[src/rtl/cnn_pkg.sv]
// Shared widths, activation limits and types for the CNN post-accumulation datapath.
package cnn_pkg;
  localparam int DIN_W   = 18;
  localparam int BIAS_W  = 18;
  localparam int DOUT_W  = 8;
  localparam int ACT_MAX = (1 << (DOUT_W - 1)) - 1;

  typedef logic signed [DIN_W-1:0]  acc_t;
  typedef logic signed [DOUT_W-1:0] act_t;

  function automatic int clog2(input int value);
    int result;
    result = 0;
    for (int v = value - 1; v > 0; v = v >> 1) result++;
    return result;
  endfunction
endpackage

[src/rtl/maxpool2x2_line.sv]
// 2x2 stride-2 max pooling over a raster-ordered activation stream using a half-width line buffer.
// Only instantiated when ACCU_MAXPOOL_EN is defined.
module maxpool2x2_line
  import cnn_pkg::*;
#(
  parameter int FMAP_W = 26,
  parameter int FMAP_H = 26,
  parameter int COL_W  = 5,
  parameter int ROW_W  = 5
) (
  input  logic             clk,
  input  logic             rst,
  input  logic             valid_in,
  input  act_t             din,
  input  logic             sat_in,
  input  logic [COL_W-1:0] col_in,
  input  logic [ROW_W-1:0] row_in,
  output logic             valid_out,
  output act_t             dout,
  output logic             sat_flag,
  output logic [COL_W-1:0] col_out,
  output logic [ROW_W-1:0] row_out,
  output logic             frame_done
);
  localparam int LINE_N = FMAP_W / 2;
  localparam logic [COL_W-2:0] PCOL_LAST = (COL_W-1)'(FMAP_W / 2 - 1);
  localparam logic [ROW_W-2:0] PROW_LAST = (ROW_W-1)'(FMAP_H / 2 - 1);

  act_t             line_mem [LINE_N];
  logic             line_sat [LINE_N];
  act_t             held;
  logic             held_sat;
  act_t             pair_max;
  act_t             win_max;
  logic [COL_W-2:0] pcol;
  logic [ROW_W-2:0] prow;

  assign pcol = col_in[COL_W-1:1];
  assign prow = row_in[ROW_W-1:1];

  always_comb begin
    pair_max = (din > held) ? din : held;
    win_max  = (line_mem[pcol] > pair_max) ? line_mem[pcol] : pair_max;
  end

  // Even columns park in 'held'; odd columns either fill the line buffer (even row) or close the window.
  always_ff @(posedge clk or posedge rst) begin
    if (rst) begin
      for (int i = 0; i < LINE_N; i++) begin
        line_mem[i] <= '0;
        line_sat[i] <= 1'b0;
      end
      held       <= '0;
      held_sat   <= 1'b0;
      valid_out  <= 1'b0;
      dout       <= '0;
      sat_flag   <= 1'b0;
      col_out    <= '0;
      row_out    <= '0;
      frame_done <= 1'b0;
    end else begin
      valid_out  <= 1'b0;
      frame_done <= 1'b0;
      if (valid_in) begin
        if (!col_in[0]) begin
          held     <= din;
          held_sat <= sat_in;
        end else if (!row_in[0]) begin
          line_mem[pcol] <= pair_max;
          line_sat[pcol] <= held_sat | sat_in;
        end else begin
          valid_out  <= 1'b1;
          dout       <= win_max;
          sat_flag   <= line_sat[pcol] | held_sat | sat_in;
          col_out    <= {1'b0, pcol};
          row_out    <= {1'b0, prow};
          frame_done <= (pcol == PCOL_LAST) && (prow == PROW_LAST);
        end
      end
    end
  end
endmodule

[src/rtl/accu_bias_relu_quant.sv]
// Bias add, ReLU, round-half-up right shift and saturation of accumulated conv sums, with pixel tracking.
// Define ACCU_MAXPOOL_EN to append 2x2 stride-2 max pooling on the quantized stream.
module accu_bias_relu_quant
  import cnn_pkg::*;
#(
  parameter  int FMAP_W  = 26,
  parameter  int FMAP_H  = 26,
  parameter  int SHIFT_W = 4,
  localparam int COL_W   = clog2(FMAP_W),
  localparam int ROW_W   = clog2(FMAP_H)
) (
  input  logic                     clk,
  input  logic                     rst,
  input  logic                     valid_in,
  input  logic signed [DIN_W-1:0]  din,
  input  logic signed [BIAS_W-1:0] bias,
  input  logic [SHIFT_W-1:0]       cfg_shift,
  output logic                     valid_out,
  output logic [DOUT_W-1:0]        dout,
  output logic [COL_W-1:0]         col_out,
  output logic [ROW_W-1:0]         row_out,
  output logic                     frame_done,
  output logic                     sat_flag
);
  localparam int SUM_W = DIN_W + 1;
  localparam int Q_W   = DIN_W + 2;
  localparam logic [COL_W-1:0] COL_LAST = COL_W'(FMAP_W - 1);
  localparam logic [ROW_W-1:0] ROW_LAST = ROW_W'(FMAP_H - 1);

  logic [COL_W-1:0]        col_cnt;
  logic [ROW_W-1:0]        row_cnt;

  logic                    s1_valid;
  logic signed [SUM_W-1:0] s1_sum;
  logic [COL_W-1:0]        s1_col;
  logic [ROW_W-1:0]        s1_row;

  logic                    s2_valid;
  logic [Q_W-1:0]          s2_q;
  logic [COL_W-1:0]        s2_col;
  logic [ROW_W-1:0]        s2_row;

  logic                    s3_valid;
  act_t                    s3_act;
  logic                    s3_sat;
  logic                    s3_done;
  logic [COL_W-1:0]        s3_col;
  logic [ROW_W-1:0]        s3_row;

  logic [Q_W-1:0]          relu_v;
  logic [Q_W-1:0]          round_v;
  logic [Q_W-1:0]          quant_v;

  always_ff @(posedge clk or posedge rst) begin
    if (rst) begin
      col_cnt <= '0;
      row_cnt <= '0;
    end else if (valid_in) begin
      if (col_cnt == COL_LAST) begin
        col_cnt <= '0;
        row_cnt <= (row_cnt == ROW_LAST) ? '0 : row_cnt + 1'b1;
      end else begin
        col_cnt <= col_cnt + 1'b1;
      end
    end
  end

  // One extra bit on the sum keeps extreme din+bias from wrapping.
  always_ff @(posedge clk or posedge rst) begin
    if (rst) begin
      s1_valid <= 1'b0;
      s1_sum   <= '0;
      s1_col   <= '0;
      s1_row   <= '0;
    end else begin
      s1_valid <= valid_in;
      if (valid_in) begin
        s1_sum <= SUM_W'(din) + SUM_W'(bias);
        s1_col <= col_cnt;
        s1_row <= row_cnt;
      end
    end
  end

  always_comb begin
    relu_v  = s1_sum[SUM_W-1] ? '0 : Q_W'(s1_sum);
    round_v = (cfg_shift == '0) ? '0 : (Q_W'(1) << (cfg_shift - SHIFT_W'(1)));
    quant_v = (relu_v + round_v) >> cfg_shift;
  end

  always_ff @(posedge clk or posedge rst) begin
    if (rst) begin
      s2_valid <= 1'b0;
      s2_q     <= '0;
      s2_col   <= '0;
      s2_row   <= '0;
    end else begin
      s2_valid <= s1_valid;
      if (s1_valid) begin
        s2_q   <= quant_v;
        s2_col <= s1_col;
        s2_row <= s1_row;
      end
    end
  end

  // Output stage holds its data between valid beats; only valid and frame_done drop.
  always_ff @(posedge clk or posedge rst) begin
    if (rst) begin
      s3_valid <= 1'b0;
      s3_act   <= '0;
      s3_sat   <= 1'b0;
      s3_done  <= 1'b0;
      s3_col   <= '0;
      s3_row   <= '0;
    end else begin
      s3_valid <= s2_valid;
      s3_done  <= s2_valid && (s2_col == COL_LAST) && (s2_row == ROW_LAST);
      if (s2_valid) begin
        s3_col <= s2_col;
        s3_row <= s2_row;
        if (s2_q > Q_W'(ACT_MAX)) begin
          s3_act <= act_t'(ACT_MAX);
          s3_sat <= 1'b1;
        end else begin
          s3_act <= s2_q[DOUT_W-1:0];
          s3_sat <= 1'b0;
        end
      end
    end
  end

`ifdef ACCU_MAXPOOL_EN
  maxpool2x2_line #(
    .FMAP_W (FMAP_W),
    .FMAP_H (FMAP_H),
    .COL_W  (COL_W),
    .ROW_W  (ROW_W)
  ) u_pool (
    .clk        (clk),
    .rst        (rst),
    .valid_in   (s3_valid),
    .din        (s3_act),
    .sat_in     (s3_sat),
    .col_in     (s3_col),
    .row_in     (s3_row),
    .valid_out  (valid_out),
    .dout       (dout),
    .sat_flag   (sat_flag),
    .col_out    (col_out),
    .row_out    (row_out),
    .frame_done (frame_done)
  );
`else
  assign valid_out  = s3_valid;
  assign dout       = s3_act;
  assign sat_flag   = s3_sat;
  assign col_out    = s3_col;
  assign row_out    = s3_row;
  assign frame_done = s3_done;
`endif
endmodule

[config.mk]
export PLATFORM = sky130hd
export DESIGN_NAME = accu_bias_relu_quant
export DESIGN_NICKNAME = d
export VERILOG_FILES = /design/src/rtl/cnn_pkg.sv /design/src/rtl/maxpool2x2_line.sv /design/src/rtl/accu_bias_relu_quant.sv
export SDC_FILE = /design/constraint.sdc
export NUM_CORES = 1
export LEC_CHECK = 0
export CORE_MARGIN = 3
export CORE_UTILIZATION = 63
export DETAILED_ROUTE_END_ITERATION = 10
export PLACE_DENSITY = 0.87
export SLEW_MARGIN = 20
export SYNTH_ARGS = -nofsm -noshare
export SYNTH_HDL_FRONTEND = slang
export SYNTH_SLANG_ARGS = --single-unit
[constraint.sdc]
create_clock -name clk -period 11.09 [get_ports clk]
set_input_delay 2.7725 -clock clk [delete_from_list [all_inputs] [get_ports clk]]
set_output_delay 2.7725 -clock clk [all_outputs]
set_load 0.01 [all_outputs]
# Yosys cells after proc, flatten, opt, wreduce, memory -nomap -nowiden
# Index checks and enable logic that the tools add are counted.
# W data, S select, Z words.
# op_classes
mul,0
bitwise_logic,0
order_cmp,1
n_reduce_logical,4
div,0
n_eq_ne,4
add_sub_neg,5
n_mux,6
shift,2
# op_table
operator,count
$add A18 B20 Y20,1
$eq A5 B5 Y1 const B,4
$gt A20 B7 Y1 const B,1
$mux W20,1
$shl A1 B4 Y20 const A,1
$shr A20 B4 Y20,1
$add A18 B18 Y19,1
$mux W18,1
$add A5 B1 Y5 const B,2
$mux W5,2
$mux W8,1
$logic_not A4 Y1,1
$sub A4 B1 Y4 const B,1
$logic_and A1 B1 Y1,2
$reduce_and A2 Y1,1
$mux W1,1
# word_totals
n_memories,0
latchBits,0
wordCells,38
romBits,0
out_inout_bits,21
mem_bits_rw,0
reg_bits,92
inputBits,43

# Longest topological paths before layout
# logic_depth
word_depth,5
depth_mapped,16

# Worst setup path before layout
# No wires, ideal clock.
# synth_timing
kind,input -> register
from,input cfg_shift[0]
to,register s2_q[3]
required_time_ns,10.994
setup_time_ns,0.096
path_stages,14
arrival_time_ns,6.130
slack_ns,4.864
cell_sequence,clkbuf_1 clkbuf_1 clkbuf_1 nor3_1 fa_1 a21oi_2 o221ai_2 o31ai_4 a31oi_4 a2111oi_4 nor3b_2 or3_1 a41o_1 a311oi_2
# synth_via
elab_chain_len,5
elab_cells_between_ends,6
classes_between,2 x add/sub; 2 x shift; 1 x mux; 1 x reduce/logical
# synth_lines
item,line_no,source
start: declaration,accu_bias_relu_quant.sv:17,"input logic [SHIFT_W-1:0] cfg_shift,"
$sub A4 B1 Y4,accu_bias_relu_quant.sv:87,round_v = (cfg_shift == '0) ? '0 : (Q_W'(1) << (cfg_shift - SHIFT_W'(1)));
$shl A1 B4 Y20,accu_bias_relu_quant.sv:87,
$mux W20,accu_bias_relu_quant.sv:87,
$add A18 B20 Y20,accu_bias_relu_quant.sv:88,quant_v = (relu_v + round_v) >> cfg_shift;
$shr A20 B4 Y20 *,accu_bias_relu_quant.sv:88,
end signal: assignment,accu_bias_relu_quant.sv:100,s2_q <= quant_v;
end: declaration,accu_bias_relu_quant.sv:39,logic [Q_W-1:0] s2_q;
# Mark *: on every way between the ends. The rest lies on a longest branch, timed or not.
# A chain may end at the register's enable or synchronous reset.

# Worst setup path after layout
# layout_timing
from,input cfg_shift[2]
to,register s2_q[2]
# Same word-level chain as after synthesis.

==> out/metrics.yaml <==
run_status:
  status: "completed"
sta:
  period_minus_slack_ns: 7.17
  holdWs_ns: 0.495
  relSlewSlack_pct: 33.1
  finalSetupViolations: 0
  finalCritPeriodShare_pct: 64.7
  fin_skew_ns: 0.0137
  layout_setup_ws_ns: 3.92
  hold_viol_final: 0
  rsz0062_at_grt: "false"
  fin_setup_tns_ns: 0
  maxSlewViolCount: 0
  tightest_slew_ns: 1.00
  fmax_ghz: 0.139
pwr:
  p_switching_uw: 427
  irDropWorstVdd_v: 0.000149
  leakagePower_nw: 3.20
  combPwrFrac_pct: 36.5
  p_clk_share_pct: 21.5
  p_sw_share_pct: 37.0
  power.density_mw_per_mm2: 151
  p_seq_share_pct: 42.0
  total_power_mw: 1.15
  p_int_uw: 727
clock_tree:
  cts_buffers: 9
  cts_tree: "built"
  clockBufferDepth: 2
  clk-insertion-delay-late_ns: 0.38
  postCtsSetupBuffers: 0
  numClockSinks: 91
  clockRootBuffer: "clkbuf_8"
  hold_buffers: 0
  htree_levels: 3
  path_clk_slew_ns: 0.10
  cts_resized: 0
finish:
  final_cell_mix: "dfrtp_1 (91), nor2_1 (76), clkdlybuf4s50_1 (63)"
  fillers: 770
  stdcell_area_mm2: 0.00765
  final_common_cell: "dfrtp_1"
  drive_gt1_share_pct: 12.2
  nets: 866
  instances_no_fill: 924
  antenna_cells: 0
  finalCoreUtilization_pct: 73.7
  syn2layout_area_growth_pct: 13.6
critical_path:
  worst_path_max_delay_cell: "a221oi_1"
  worstPathArrival_ns: 7.41
  critical_path.max_stage_delay_ns: 0.49
  cp.required_ns: 11.33
  critPathKind: "in -> reg"
  crit_fanout: 32
  cp-start-kind: "input port"
  end_kind: "flip-flop"
  path_cells: "clkdlybuf4s50_1 > buf_4 > inv_1 > nand2_1 > nor3_1 > ha_1 > fa_1 > a21oi_2 > o221ai_2 > o31ai_4 > a31o_4 > o21ai_2 > o2bb2ai_1 > or3_1 > a221oi_1 > o221ai_1"
floorplan:
  io_pins: 64
  chipWidth_um: 109
  core_area_mm2: 0.0104
  num_rows: 37
  die_area_mm2: 0.0120
  die_h_um: 109
  start_util_pct: 64.9
global_route:
  grt_max_degree: 81
  grt_first_pass_wirelength_mm: 27.7
  first_global_vias: 5685
  grt_usage_pct: 29.2
  antenna_found_initial: 0
  grt_overflow: 0
logic_synthesis:
  synth_area_leaders: "dfrtp_1 (34%), mux2_2 (7.5%), ha_1 (7.1%)"
  synth_area_mm2: 0.00673
  synth-seq-area-share_pct: 33.8
  synth_top_cell_by_area: "dfrtp_1"
  ys_types: 88
  synth_ff_type: "dfrtp_1"
  avgSynthCellArea_um2: 9.09
  async_flop_share_pct: 100
  syn_inst: 740
  synth_edf_count: 0
  synth_fp_nets: 823
  synth_top_area_share_pct: 33.8
  synth-seq-cells: 91
  ys_warn_count: 0
placed_design:
  place_congestion: 0.986
  dp_slack_ns: 3.68
  place_area_mm2: 0.00743
  portBuffers: 63
  place_inst: 908
  hpwl_mm: 12.6
flow_run:
  maxCapViolCount: 0
drt:
  drc_errors: 0
  routedWlPerCell_um: 18.4
  routed_via_density: 6.56
  dr.pass1.iters: 5
  wirelength_mm: 17.0
  vias: 6064
  ant_nets: 0
  drtIter0Drc: 467
min_path:
  hold_class: "reg -> reg"
==> synthesized netlist by cell type, types with 6 or more instances <==
library cell and instances:
a211oi_1 16, nor3_1 28, nand4_1 6, dfrtp_1 91
nand2b_1 10, inv_1 27, mux2_2 45, nand2_1 48
ha_1 38, a31oi_1 7, nor2b_1 21, xnor2_1 17
a21o_1 12, clkbuf_1 30, and2_1 11, xor2_1 7
o211ai_1 7, nand3_1 20, o22a_1 7, a21oi_1 28
o21ai_0 36, or3_1 14, and3_1 6, nor2_1 76
o2bb2ai_1 8
==> final timing paths <==
kind / startpoint / end / slack [ns] / cells after the start
max: cfg_shift[2] / s2_q[2]$_DFFE_PP0P_ / 3.92 / 16
min: sat_flag$_DFFE_PP0P_ / sat_flag$_DFFE_PP0P_ / 0.50 / 1
max reg2reg: s1_sum[18]$_DFFE_PP0P_ / s2_q[2]$_DFFE_PP0P_ / 6.66 / 12
min reg2reg: sat_flag$_DFFE_PP0P_ / sat_flag$_DFFE_PP0P_ / 0.50 / 1
max in group asynchronous: rst / s1_sum[16]$_DFFE_PP0P_ / 7.22 / 3
min in group asynchronous: rst / dout[0]$_DFFE_PP0P_ / 2.62 / 2
==> layout make-up <==
| type | count | area [µm²] | area share, % |
|---|---|---|---|
| Clock buffer | 9 | 124 | 1.62 |
| Inverter | 28 | 106 | 1.39 |
| Multi-Input combinational cell | 583 | 4190 | 54.8 |
| Timing Repair Buffer | 70 | 683 | 8.93 |
| Tap cell | 136 | 170 | 2.23 |
| Clock inverter | 7 | 95.1 | 1.24 |
| Sequential cell | 91 | 2280 | 29.8 |
==> layer usage <==
metal  vias to the layer above  wire length [µm]  track usage [%]
met1                      2922              7400             40.0
met3                        39              1080             4.58
li1                       2848                 -                -
met5                         -                 0                0
met2                       255              8110             48.1
met4                         0               408             8.64
==> worst max-delay path, delay by kind of cell <==
kind,cells,cell delay (ns)
simple gates,3,0.83
buf+inv,3,1.10
compound gates,8,2.03
fa+ha+maj,2,0.67
==> power groups by stage <==
stage          registers [mW]  logic [mW]  clock network, mW
5_1_grt                 0.496       0.465              0.265
3_3_place_gp            0.482       0.399                  0
2_1_floorplan           0.466       0.299                  0
6_report                0.485       0.421              0.248
4_1_cts                 0.484       0.418              0.253
3_5_place_dp            0.490       0.414                  0
==> registers in the layout, summed over array words and instances, names as in the netlist, 5 cells and up <==
name and cells:
s1_row 5, col_out 5, s2_q 19, dout 8, row_cnt 5, s1_col 5
s2_row 5, col_cnt 5, row_out 5, s1_sum 19, s2_col 5
==> kinds of logic after synthesis <==
logic type | synth area share [%]
other | 0.0557
adders and majority gates | 7.66
and+or+nand+nor | 19.8
buffers and inverters | 3.89
DFF | 33.8
muxes | 8.61
AOI/OAI and AO/OA | 23.0
xor gates and xnor gates | 3.12
No activity file was read; power rests on OpenSTA's default activity.
